`src/rtl/fpu_divider_if.sv`:
```
// Operand/result handshake bundle for the single-precision divider.
// master drives operands and result acceptance; slave is the divider.
interface fpu_divider_if;
    logic        in_valid;
    logic        in_ready;
    logic [31:0] a;
    logic [31:0] b;
    logic        out_valid;
    logic        out_ready;
    logic [31:0] result;
    logic        busy;

    modport master (
        output in_valid,
        output a,
        output b,
        output out_ready,
        input  in_ready,
        input  out_valid,
        input  result,
        input  busy
    );

    modport slave (
        input  in_valid,
        input  a,
        input  b,
        input  out_ready,
        output in_ready,
        output out_valid,
        output result,
        output busy
    );
endinterface

```
`src/rtl/fpu_divider.sv`:
```
// Iterative IEEE 754 single-precision divider, one restoring step per cycle.
// Truncating, denormals flushed to zero, special operands resolved at accept.
module fpu_divider #(
    parameter logic [31:0] QNAN = 32'h7FC00000
) (
    input  logic          clk,
    input  logic          rst_n,
    fpu_divider_if.slave  bus
);

    typedef enum logic [1:0] {
        IDLE,
        DIV,
        NORM,
        DONE
    } state_t;

    state_t state;

    logic        in_ready_q;
    logic        out_valid_q;
    logic        busy_q;
    logic [31:0] result_q;

    logic [4:0]  count;
    logic [24:0] rem;
    logic [23:0] dvs;
    logic [24:0] q;
    logic [7:0]  ea;
    logic [7:0]  eb;
    logic        sign;

    // operand classification
    logic [7:0]  a_exp;
    logic [7:0]  b_exp;
    logic        a_nan;
    logic        b_nan;
    logic        a_inf;
    logic        b_inf;
    logic        a_zero;
    logic        b_zero;
    logic        op_sign;
    logic        special;
    logic [31:0] special_res;

    // restoring step
    logic        rem_ge;
    logic [24:0] rem_sub;
    logic [24:0] rem_next;

    // normalisation
    logic signed [9:0] e_raw;
    logic signed [9:0] e_n;
    logic [22:0]       frac_n;
    logic [31:0]       norm_res;

    assign bus.in_ready  = in_ready_q;
    assign bus.out_valid = out_valid_q;
    assign bus.busy      = busy_q;
    assign bus.result    = result_q;

    // Classify incoming operands and resolve the special-case result.
    always_comb begin
        a_exp       = bus.a[30:23];
        b_exp       = bus.b[30:23];
        a_nan       = (a_exp == 8'hFF) && (bus.a[22:0] != 23'd0);
        b_nan       = (b_exp == 8'hFF) && (bus.b[22:0] != 23'd0);
        a_inf       = (a_exp == 8'hFF) && (bus.a[22:0] == 23'd0);
        b_inf       = (b_exp == 8'hFF) && (bus.b[22:0] == 23'd0);
        a_zero      = (a_exp == 8'h00);
        b_zero      = (b_exp == 8'h00);
        op_sign     = bus.a[31] ^ bus.b[31];
        special     = a_nan | b_nan | a_inf | b_inf | a_zero | b_zero;
        special_res = {op_sign, 31'd0};
        if (a_nan) begin
            special_res = bus.a;
        end else if (b_nan) begin
            special_res = bus.b;
        end else if ((a_inf && b_inf) || (a_zero && b_zero)) begin
            special_res = QNAN;
        end else if (a_inf || b_zero) begin
            special_res = {op_sign, 8'hFF, 23'd0};
        end else begin
            special_res = {op_sign, 31'd0};
        end
    end

    // One restoring-division step on the current partial remainder.
    always_comb begin
        rem_ge   = (rem >= {1'b0, dvs});
        rem_sub  = rem_ge ? (rem - {1'b0, dvs}) : rem;
        rem_next = rem_sub << 1;
    end

    // Exponent adjust, normalisation and overflow/underflow clamping.
    always_comb begin
        e_raw  = $signed({2'b00, ea}) - $signed({2'b00, eb}) + 10'sd127;
        e_n    = q[24] ? e_raw : (e_raw - 10'sd1);
        frac_n = q[24] ? q[23:1] : q[22:0];
        if (e_n >= 10'sd255) begin
            norm_res = {sign, 8'hFF, 23'd0};
        end else if (e_n <= 10'sd0) begin
            norm_res = {sign, 31'd0};
        end else begin
            norm_res = {sign, e_n[7:0], frac_n};
        end
    end

    // Control FSM with registered handshake outputs and datapath state.
    always_ff @(posedge clk) begin
        if (!rst_n) begin
            state       <= IDLE;
            in_ready_q  <= 1'b1;
            out_valid_q <= 1'b0;
            busy_q      <= 1'b0;
            result_q    <= 32'd0;
            count       <= 5'd0;
            rem         <= 25'd0;
            dvs         <= 24'd0;
            q           <= 25'd0;
            ea          <= 8'd0;
            eb          <= 8'd0;
            sign        <= 1'b0;
        end else begin
            unique case (state)
                IDLE: begin
                    if (bus.in_valid && in_ready_q) begin
                        sign       <= op_sign;
                        ea         <= a_exp;
                        eb         <= b_exp;
                        rem        <= {2'b01, bus.a[22:0]};
                        dvs        <= {1'b1, bus.b[22:0]};
                        q          <= 25'd0;
                        count      <= 5'd0;
                        in_ready_q <= 1'b0;
                        busy_q     <= 1'b1;
                        if (special) begin
                            result_q    <= special_res;
                            out_valid_q <= 1'b1;
                            state       <= DONE;
                        end else begin
                            state <= DIV;
                        end
                    end
                end
                DIV: begin
                    rem   <= rem_next;
                    q     <= {q[23:0], rem_ge};
                    count <= count + 5'd1;
                    if (count == 5'd24) begin
                        state <= NORM;
                    end
                end
                NORM: begin
                    result_q    <= norm_res;
                    out_valid_q <= 1'b1;
                    state       <= DONE;
                end
                DONE: begin
                    if (bus.out_ready) begin
                        out_valid_q <= 1'b0;
                        busy_q      <= 1'b0;
                        in_ready_q  <= 1'b1;
                        state       <= IDLE;
                    end
                end
            endcase
        end
    end

endmodule

```
`src/flat_wrapper.sv`:
```
// flat-port wrapper written by rule: the top's interface ports become plain ports
module fpu_divider_flat 
#(
    parameter logic [31:0] QNAN = 32'h7FC00000
)
  (clk, rst_n, bus_in_valid, bus_a, bus_b, bus_out_ready, bus_in_ready, bus_out_valid, bus_result, bus_busy);
  fpu_divider_if bus_i ();
  input  logic clk;
  input  logic rst_n;
  input wire logic [$bits(bus_i.in_valid)-1:0] bus_in_valid;
  input wire logic [$bits(bus_i.a)-1:0] bus_a;
  input wire logic [$bits(bus_i.b)-1:0] bus_b;
  input wire logic [$bits(bus_i.out_ready)-1:0] bus_out_ready;
  output wire logic [$bits(bus_i.in_ready)-1:0] bus_in_ready;
  output wire logic [$bits(bus_i.out_valid)-1:0] bus_out_valid;
  output wire logic [$bits(bus_i.result)-1:0] bus_result;
  output wire logic [$bits(bus_i.busy)-1:0] bus_busy;
  assign bus_i.in_valid = bus_in_valid;
  assign bus_i.a = bus_a;
  assign bus_i.b = bus_b;
  assign bus_i.out_ready = bus_out_ready;
  assign bus_in_ready = bus_i.in_ready;
  assign bus_out_valid = bus_i.out_valid;
  assign bus_result = bus_i.result;
  assign bus_busy = bus_i.busy;
  fpu_divider #(.QNAN(QNAN)) u_core (.clk(clk), .rst_n(rst_n), .bus(bus_i));
endmodule
```
`config.mk`:
```
export PLATFORM = sky130hd
export DESIGN_NAME = fpu_divider_flat
export DESIGN_NICKNAME = d
export VERILOG_FILES = /design/src/rtl/fpu_divider_if.sv /design/src/rtl/fpu_divider.sv /design/src/flat_wrapper.sv
export SDC_FILE = /design/constraint.sdc
export NUM_CORES = 1
export LEC_CHECK = 0
export ABC_AREA = 1
export BUFFER_PORTS_ARGS = -buffer_cell sky130_fd_sc_hd__buf_4
export CAP_MARGIN = 20
export CORE_ASPECT_RATIO = 0.5
export CORE_MARGIN = 4
export CORE_UTILIZATION = 55
export DETAILED_ROUTE_END_ITERATION = 6
export PLACE_DENSITY = 0.83
export SYNTH_ARGS = -nofsm -noshare
export SYNTH_HDL_FRONTEND = slang
export SYNTH_SLANG_ARGS = --single-unit
```
`constraint.sdc`:
```
create_clock -name clk -period 3.6 [get_ports clk]
set_input_delay 0 -clock clk [delete_from_list [all_inputs] [get_ports clk]]
set_output_delay 0 -clock clk [all_outputs]
set_load 0.02 [all_outputs]
```
==> metrics.yaml, run 1 <==
outcome: "finished, final reports clean"
core_area_sq_mm: 0.0148
final_nets: 1548
clk_pin_slew_ns: 0.07
first_iter_violations: 827
drt_pre_antenna_iters: 6
cp_data_required_time_ns: 3.96
synth_warnings: 0
cts_buffers: 17
synth_seq_area_share_pct: 31.3
drv_slew: 0
vias_per_cell: 5.81
fin_area_sq_mm: 0.0107
power.density_mw_per_mm2: 1110
yosys.cell_count.top_type: "nand2_1"
place.gp.congestion: 0.941
vias: 9585
setup_tns_ns: 0
synth_edf_count: 0
synth_top_area_cell: "dfxtp_1"
syn-cell-area_sq_mm: 0.00850
hold_viol: 0
switchingPower_uw: 5980
min_path_type: "in2reg"
fmax_mhz: 307
place_area_sq_mm: 0.00936
crit_type: "reg2reg"
ys_seq_elements: 133
cts.sinks: 133
pwr-share-clk_pct: 16.5
final-setup-viol-count: 0
skew_ns: 0.0129
wl_per_cell_um: 16.6
dieArea_sq_mm: 0.0176
end_kind: "register"
met3_usage_pct: 6.04
hpwlAfterDp_um: 18200
synthArstFlopShare_pct: 0
rows: 31
grt_pass1_vias: 9185
synth_fp_nets: 1412
clock_path_buffers: 2
yosys.area.top_type_share_pct: 31.3
ys_types: 47
min_period_over_period_pct: 90.5
layout-drive-gt1-share_pct: 13.4
slew_headroom_pct: 36.4
area_growth_pct: 25.6
finalPower_uw: 11800
chipHeight_um: 95.9
p_seq_share_pct: 18.7
antenna_found_initial: 2
synth_area_per_cell_sq_um: 6.53
io_buffers: 102
initial_core_util_pct: 57.5
cp_slowest_cell: "fa_1"
swShare_pct: 50.5
crit_top_cell: "inv_1"
drc: 0
period_needed_ns: 3.26
grt-busiest-layer: "met2"
cp_max_fo: 12
start_kind: "register"
htree_levels: 4
cts_tree: "done"
internal-power_uw: 5860
grt_overflow: 0
track_usage_pct: 30.9
ir_drop_mv: 0.671
grt_pass1_wl_um: 44400
drt_wl_total_um: 27300
ys_top_cells_by_area: "dfxtp_1 31%, nand2_1 13%, a21oi_1 12%"
leakage_uw: 0.00460
pin_count: 103
ys.flop_type: "dfxtp_1"
cts-root-buf: "clkbuf_16"
crit_chain: "inv_1, ha_1, inv_1, fa_1, inv_1, ha_4, inv_1, nor2_2, nand2_1, nor2_2, nand2_1, nor2_2, nand3_1, nand2_1, inv_2, nand3_4, nand2_4, nor2_4, buf_12, nand3_1, a21oi_2"
cap_violations: 0
synthesis.instances: 1301
ant_nets: 0
clk_latency_ns: 0.44
cp_slowest_stage_delay_ns: 0.49
crit_arrival_ns: 3.62
tightest_slew_ns: 0.942
dieWidth_um: 184
global_route.usage.met2_pct: 52.3
synth_common_cells: "290 x nand2_1, 196 x a21oi_1, 133 x dfxtp_1"
grt_max_degree: 73
pwr-share-comb_pct: 64.8
use_met1_pct: 39.0
-- per-layer routing --
| metal | wire (um) | part of all wire (%) |
|---|---|---|
| met3 | 2190 | 8.0 |
| met4 | 964 | 3.5 |
| met5 | 0 | 0 |
| met2 | 12600 | 46 |
| met1 | 11600 | 43 |
-- metrics by stage --
step | hold WS, ns | setup slack [ns] | util (%) | std cells
after global placement | 0.282 | 0.516 | 63.3 | 1555
after detailed placement | 0.287 | 0.367 | 63.3 | 1555
final | 0.0280 | 0.342 | 72.2 | 1651
after CTS | 0.00521 | 0.318 | 71.8 | 1647
after global routing | 0.0252 | -0.000770 | 72.2 | 1650
after floorplan | 0.145 | 0.757 | - | 1301
-- what timing repair did --
item                       4_1_cts  5_1_grt
buffers inserted                 0        0
hold buffers                    60        0
setup endpoints to repair        0       23
gates resized for setup          0        7
hold endpoints to repair        60        0
-- layout make-up --
cell class,count,area (sq um)
multi-input combinational,977,5100
fill,1168,4110
sequential,133,2660
timing repair buffer,179,1520
inverter,129,484
clock buffer,18,439
tap,198,248
clock inverter,14,211
antenna,3,7.51
-- power groups by stage --
stage	Combinational (uW)	Sequential [uW]	Clock, uW
2_1_floorplan	5380	2350	0
3_3_place_gp	6970	2210	0
3_5_place_dp	7100	2230	0
4_1_cts	7250	2200	1960
5_1_grt	8480	2250	2020
6_report	7670	2210	1960
-- cells in the final DEF, fill, tap and decap left out, drive strengths merged, types with 16 or more instances in the layout --
| cell type | n |
|---|---|
| ha | 41 |
| o21ai | 133 |
| a31oi | 16 |
| buf | 118 |
| clkbuf | 19 |
| nand3 | 94 |
| a21oi | 199 |
| dlygate4sd3 | 60 |
| nor2 | 95 |
| nand2 | 304 |
| inv | 130 |
| dfxtp | 133 |
-- cell families (layout without fill, tap and decap cells) --
group	count (synthesis)	in the layout	synth area share (%)
compound gates	372	372	23.1
fa+ha+maj	43	43	6.51
other cells	0	3	0
xor+xnor	22	22	2.27
simple gates	540	540	27.8
flops	133	133	31.3
buf+inv	191	340	9.05
-- final timing paths --
| check | cells after the start | slack [ns] | startpoint | end |
|---|---|---|---|---|
| worst min register to register | 2 | 0.46 | u_core.eb[5]$_SDFFE_PN0P_ | u_core.eb[5]$_SDFFE_PN0P_ |
| worst min-delay path | 4 | 0.03 | bus_a[6] | u_core.rem[6]$_SDFFE_PN0P_ |
| worst max register to register | 21 | 0.34 | u_core.ea[0]$_SDFFE_PN0P_ | u_core.bus.result[2]$_SDFFE_PN0P_ |
| worst max-delay path | 21 | 0.34 | u_core.ea[0]$_SDFFE_PN0P_ | u_core.bus.result[2]$_SDFFE_PN0P_ |
-- state kept, by name (all words and copies together) (netlist names) --
name,cells
u_core.bus.busy,1
u_core.bus.in_ready,1
u_core.bus.out_valid,1
u_core.bus.result,32
u_core.count,5
u_core.dvs,24
u_core.ea,8
u_core.eb,8
u_core.q,25
u_core.rem,25
u_core.sign,1
u_core.state,2
-- critical path: cells and delay by family, from the launching register on --
family,cells,cell delay (ns)
buffers and inverters,6,0.53
adders and majority gates,3,0.96
and+or+nand+nor,11,1.19
AOI/OAI and AO/OA,1,0.19
DFF,1,0.30
Power figures use the tool's default switching activity.
==> run 2, diff against run 1 <==
--- a/config.mk
+++ b/config.mk
@@ -10,5 +10,5 @@
 export CAP_MARGIN = 20
 export CORE_ASPECT_RATIO = 0.5
-export CORE_MARGIN = 4
+export CORE_MARGIN = 2
 export CORE_UTILIZATION = 55
 export DETAILED_ROUTE_END_ITERATION = 6
@@ -17,2 +17,3 @@
 export SYNTH_HDL_FRONTEND = slang
 export SYNTH_SLANG_ARGS = --single-unit
+export TNS_END_PERCENT = 100
==> constraint.sdc (replaced) <==
create_clock -name clk -period 3.6 [get_ports clk]
set_input_delay 0 -clock clk [delete_from_list [all_inputs] [get_ports clk]]
set_output_delay 0 -clock clk [all_outputs]
set_load 0.05 [all_outputs]
==> metrics.yaml, run 2 (synthesized netlist as in run 1, its figures left out) <==
outcome: "finished with violations"
drc: 3
slew_headroom_pct: 37.3
hpwlAfterDp_um: 17200
power.density_mw_per_mm2: 1130
final_nets: 1549
io_buffers: 102
chipHeight_um: 91.9
clk_latency_ns: 0.43
drv_slew: 0
min_path_type: "in2reg"
cp_max_fo: 23
dieWidth_um: 180
hold_viol: 0
start_kind: "register"
leakage_uw: 0.00461
dieArea_sq_mm: 0.0165
cap_violations: 0
drt_wl_total_um: 27700
antenna_found_initial: 1
pin_count: 103
initial_core_util_pct: 55.7
vias: 9877
final-setup-viol-count: 0
grt_overflow: 0
cts.sinks: 133
postCtsSetupBuffers: 0
cts_tree: "done"
failed_checks: "DRC"
final_common_cell: "nand2_1"
layout_common_cells: "290 x nand2_1, 196 x a21oi_1, 133 x dfxtp_1"
first_iter_violations: 933
place_ws_ns: 0.419
rsz0062_at_grt: "false"
fin_area_sq_mm: 0.0107
place.gp.congestion: 0.938
wl_per_cell_um: 16.7
period_needed_ns: 3.26
fmax_mhz: 307
crit_type: "reg2reg"
post-route-util_pct: 69.9
largest_reg_flops: 32
rows: 32
layout_setup_ws_ns: 0.341
setup_tns_ns: 0
crit_arrival_ns: 3.61
nFillCells: 1146
place_area_sq_mm: 0.00938
clock_path_buffers: 2
r2r_slack_ns: 0.34
grt_pass1_wl_um: 44400
fin_cells: 1655
cts_buffers: 17
dpl.cell_count: 1563
ir_drop_mv: 0.615
grt_max_degree: 73
tightest_slew_ns: 0.928
htree_levels: 4
drt_pre_antenna_iters: 7
skew_ns: 0.0108
clk_pin_slew_ns: 0.06
layout-drive-gt1-share_pct: 13.2
grt_pass1_vias: 9355
min_period_over_period_pct: 90.5
cp_data_required_time_ns: 3.95
track_usage_pct: 32.9
ant_nets: 0
area_growth_pct: 25.5
end_kind: "register"
core_area_sq_mm: 0.0153
vias_per_cell: 5.97
cts-root-buf: "clkbuf_16"
==> run 2: repair_timing <==
| item | CTS | global route |
|---|---|---|
| endpoints found under the hold margin | 58 | 1 |
| endpoints found under the setup margin | 0 | 6 |
| hold buffers | 59 | 1 |
| resized for setup | 0 | 1 |
==> run 2: area by class of cell <==
class                           count  area [sq um]  share of cell area [%]
Antenna cell                        1          2.50                  0.0235
Clock buffer                       18           439                    4.12
Clock inverter                     13           241                    2.26
Inverter                          129           484                    4.54
Multi-Input combinational cell    977          5070                    47.6
Sequential cell                   133          2660                    25.0
Tap cell                          204           255                    2.39
Timing Repair Buffer              180          1510                    14.1
==> run 2: worst max-delay path, cell delays in order (launching register included) <==
cell and delay (ns):
dfxtp_1 0.32, inv_1 0.06, ha_1 0.18, inv_1 0.10
fa_1 0.42, inv_1 0.15, ha_1 0.23, nand3b_1 0.15
nand2_2 0.08, clkinv_1 0.04, nand2_1 0.06, nor2_2 0.12
nand2_1 0.08, nor2_2 0.13, nand3_1 0.12, nand2_1 0.12
inv_2 0.06, nand3_4 0.11, nand2_4 0.06, nor2_4 0.09
buf_6 0.20, nand3_1 0.13, a21oi_1 0.17
==> run 2: path summary, 6_finish.rpt <==
kind	startpoint	end	cells after the start
setup / recovery	u_core.ea[0]$_SDFFE_PN0P_	u_core.bus.result[5]$_SDFFE_PN0P_	22
hold / removal	bus_a[16]	u_core.rem[16]$_SDFFE_PN0P_	4
setup reg to reg	u_core.ea[0]$_SDFFE_PN0P_	u_core.bus.result[5]$_SDFFE_PN0P_	22
hold reg to reg	u_core.dvs[4]$_SDFFE_PN0P_	u_core.dvs[4]$_SDFFE_PN0P_	2
==> run 2: metal layers <==
layer	share of wire, %	global-route usage (%)	vias up
met2	47	56.5	598
met3	9.0	9.09	193
met1	38	37.2	4439
met5	0	0	-
met4	5.9	19.2	0
li1	-	-	4647
==> run 2: metrics by stage <==
stage / hold WS [ns] / total power [uW]
5_1_grt: 0.0317 / 13000
4_1_cts: 0.00105 / 11900
3_5_place_dp: 0.285 / 9670
3_3_place_gp: 0.282 / 9520
2_1_floorplan: 0.145 / 8090
6_report: 0.0466 / 12100
==> run 2: report_power, final <==
part	internal (uW)	switching [uW]	total (uW)	leakage [uW]
clock	1330	697	2020	0.000332
sequential	1940	280	2220	0.00109
combinational	2590	5260	7860	0.00319
==> run 3, diff against run 2 <==
==> constraint.sdc (replaced) <==
create_clock -name clk -period 3.6 [get_ports clk]
set_input_delay 0.54 -clock clk [delete_from_list [all_inputs] [get_ports clk]]
set_output_delay 0.54 -clock clk [all_outputs]
set_load 0.05 [all_outputs]
==> metrics.yaml, run 3 (synthesized netlist as in run 1, its figures left out) <==
fmax_mhz: 313
pwr-share-comb_pct: 66.3
place.gp.congestion: 0.939
end_kind: "register"
drc: 0
area_growth_pct: 17.2
fin_cells: 1596
track_usage_pct: 29.3
cts_tree: "done"
met2_length_um: 11200
drt_wl_total_um: 24000
io_buffers: 102
layout_setup_ws_ns: 0.407
ant_nets: 0
vias: 9030
grt_pass1_vias: 8414
min_period_over_period_pct: 88.7
power.density_mw_per_mm2: 1160
initial_core_util_pct: 55.7
whs_ns: 0.383
hpwlAfterDp_um: 17400
cap_violations: 0
htree_levels: 4
place_ws_ns: 0.410
internal-power_uw: 5420
cp_max_fo: 23
final_common_cell: "nand2_1"
dr_wl_met3_um: 1750
antenna_found_initial: 0
clk_pin_slew_ns: 0.07
final-setup-viol-count: 0
cts_buffers: 17
drt_pre_antenna_iters: 7
dieArea_sq_mm: 0.0165
layout-drive-gt1-share_pct: 13.9
ir_drop_mv: 0.630
grt_pass1_wl_um: 40100
setup_tns_ns: 0
maxUsedRoutingLayer: "met4"
drv_slew: 0
core_area_sq_mm: 0.0153
cp_slowest_cell: "fa_1"
cts.sinks: 133
cp_data_required_time_ns: 3.91
place_area_sq_mm: 0.00939
dpl.cell_count: 1564
vias_per_cell: 5.66
pwr-share-clk_pct: 14.6
first_iter_violations: 919
crit_top_cell: "inv_1"
clk_latency_ns: 0.43
cts-root-buf: "clkbuf_16"
crit_arrival_ns: 3.50
hold_viol: 0
swShare_pct: 53.1
grt_max_degree: 72
largest_reg_flops: 32
chipHeight_um: 91.9
drt-met1-wl_um: 10400
outcome: "finished, final reports clean"
start_kind: "register"
fin_area_sq_mm: 0.00996
switchingPower_uw: 6140
rows: 32
p_seq_share_pct: 19.1
period_needed_ns: 3.19
layout_common_cells: "290 x nand2_1, 196 x a21oi_1, 133 x dfxtp_1"
final_nets: 1490
wl_per_cell_um: 15.0
dieWidth_um: 180
min_path_type: "in2reg"
skew_ns: 0.0129
crit_chain: "inv_1, ha_1, inv_1, fa_1, inv_1, ha_1, inv_1, nor2_1, nand2_1, nor2_2, nand2_1, nand2_1, inv_1, nor2_1, nand2_1, nor2_1, nand3_4, nand2_4, nor2_4, buf_6, nand3_1, a21oi_1"
diodes: 0
leakage_uw: 0.00431
nFillCells: 1306
grt_overflow: 0
slew_headroom_pct: 38.6
crit_type: "reg2reg"
tightest_slew_ns: 0.910
postCtsHoldBufs: 0
cp_slowest_stage_delay_ns: 0.48
clock_path_buffers: 2
pin_count: 103
==> run 3: cell types whose count changed in the layout (fill, tap and decap cells not counted), sizes merged <==
cell         before  now
inv             127  131
clkinvlp          0    2
bufinv            6    0
diode             1    0
dlygate4sd3      60    0
buf             120  121
clkinv            9   10
==> run 3: timing repair <==
item,CTS,global route
setup endpoints to repair,0,9
buffers inserted,0,0
endpoints found under the hold margin,0,0
resized for setup,0,1
==> run 3: power by group through the flow <==
stage               logic [uW]  registers, uW  clock network [uW]
floorplan                 5380           2710                   0
finish                    7660           2210                1680
CTS                       7520           2200                1690
global placement          7310           2210                   0
detailed placement        7450           2220                   0
global route              8550           2250                1770
==> run 3: worst paths after layout <==
path / startpoint / to / slack, ns / depth (start not counted)
worst max-delay path: u_core.ea[0]$_SDFFE_PN0P_ / u_core.bus.result[15]$_SDFFE_PN0P_ / 0.41 / 22
worst min-delay path: bus_a[25] / u_core.ea[2]$_SDFFE_PN0P_ / 0.38 / 3
worst max register to register: u_core.ea[0]$_SDFFE_PN0P_ / u_core.bus.result[15]$_SDFFE_PN0P_ / 0.41 / 22
worst min register to register: u_core.dvs[4]$_SDFFE_PN0P_ / u_core.dvs[4]$_SDFFE_PN0P_ / 0.46 / 2
==> run 3: final cells by class <==
class	count	area, sq um	area share (%)
well taps	204	255	2.56
multi-input cells	977	5070	51.0
flip-flops and latches	133	2660	26.7
clock buffers	18	439	4.41
inverters	129	484	4.86
repair buffers	121	912	9.16
clock inverters	14	130	1.31
==> run 3: routing by layer <==
| layer | vias to the layer above | GRT usage, % |
|---|---|---|
| met1 | 4103 | 37.8 |
| met4 | 0 | 11.0 |
| met2 | 344 | 49.2 |
| met5 | - | 0 |
| met3 | 51 | 5.16 |
| li1 | 4532 | - |
==> run 3: critical path, delay by kind of cell (launching register included) <==
kind,cells,cell delay [ns]
simple gates,12,1.27
flops,1,0.30
compound gates,1,0.07
fa+ha+maj,3,0.95
buf+inv,6,0.46
==> run 3: metrics by stage <==
| stage | total power (uW) | utilization, % |
|---|---|---|
| after CTS | 11400 | 65.3 |
| after global placement | 9520 | 61.5 |
| after global routing | 12600 | 65.3 |
| after floorplan | 8090 | - |
| after detailed placement | 9670 | 61.5 |
| final | 11600 | 65.3 |
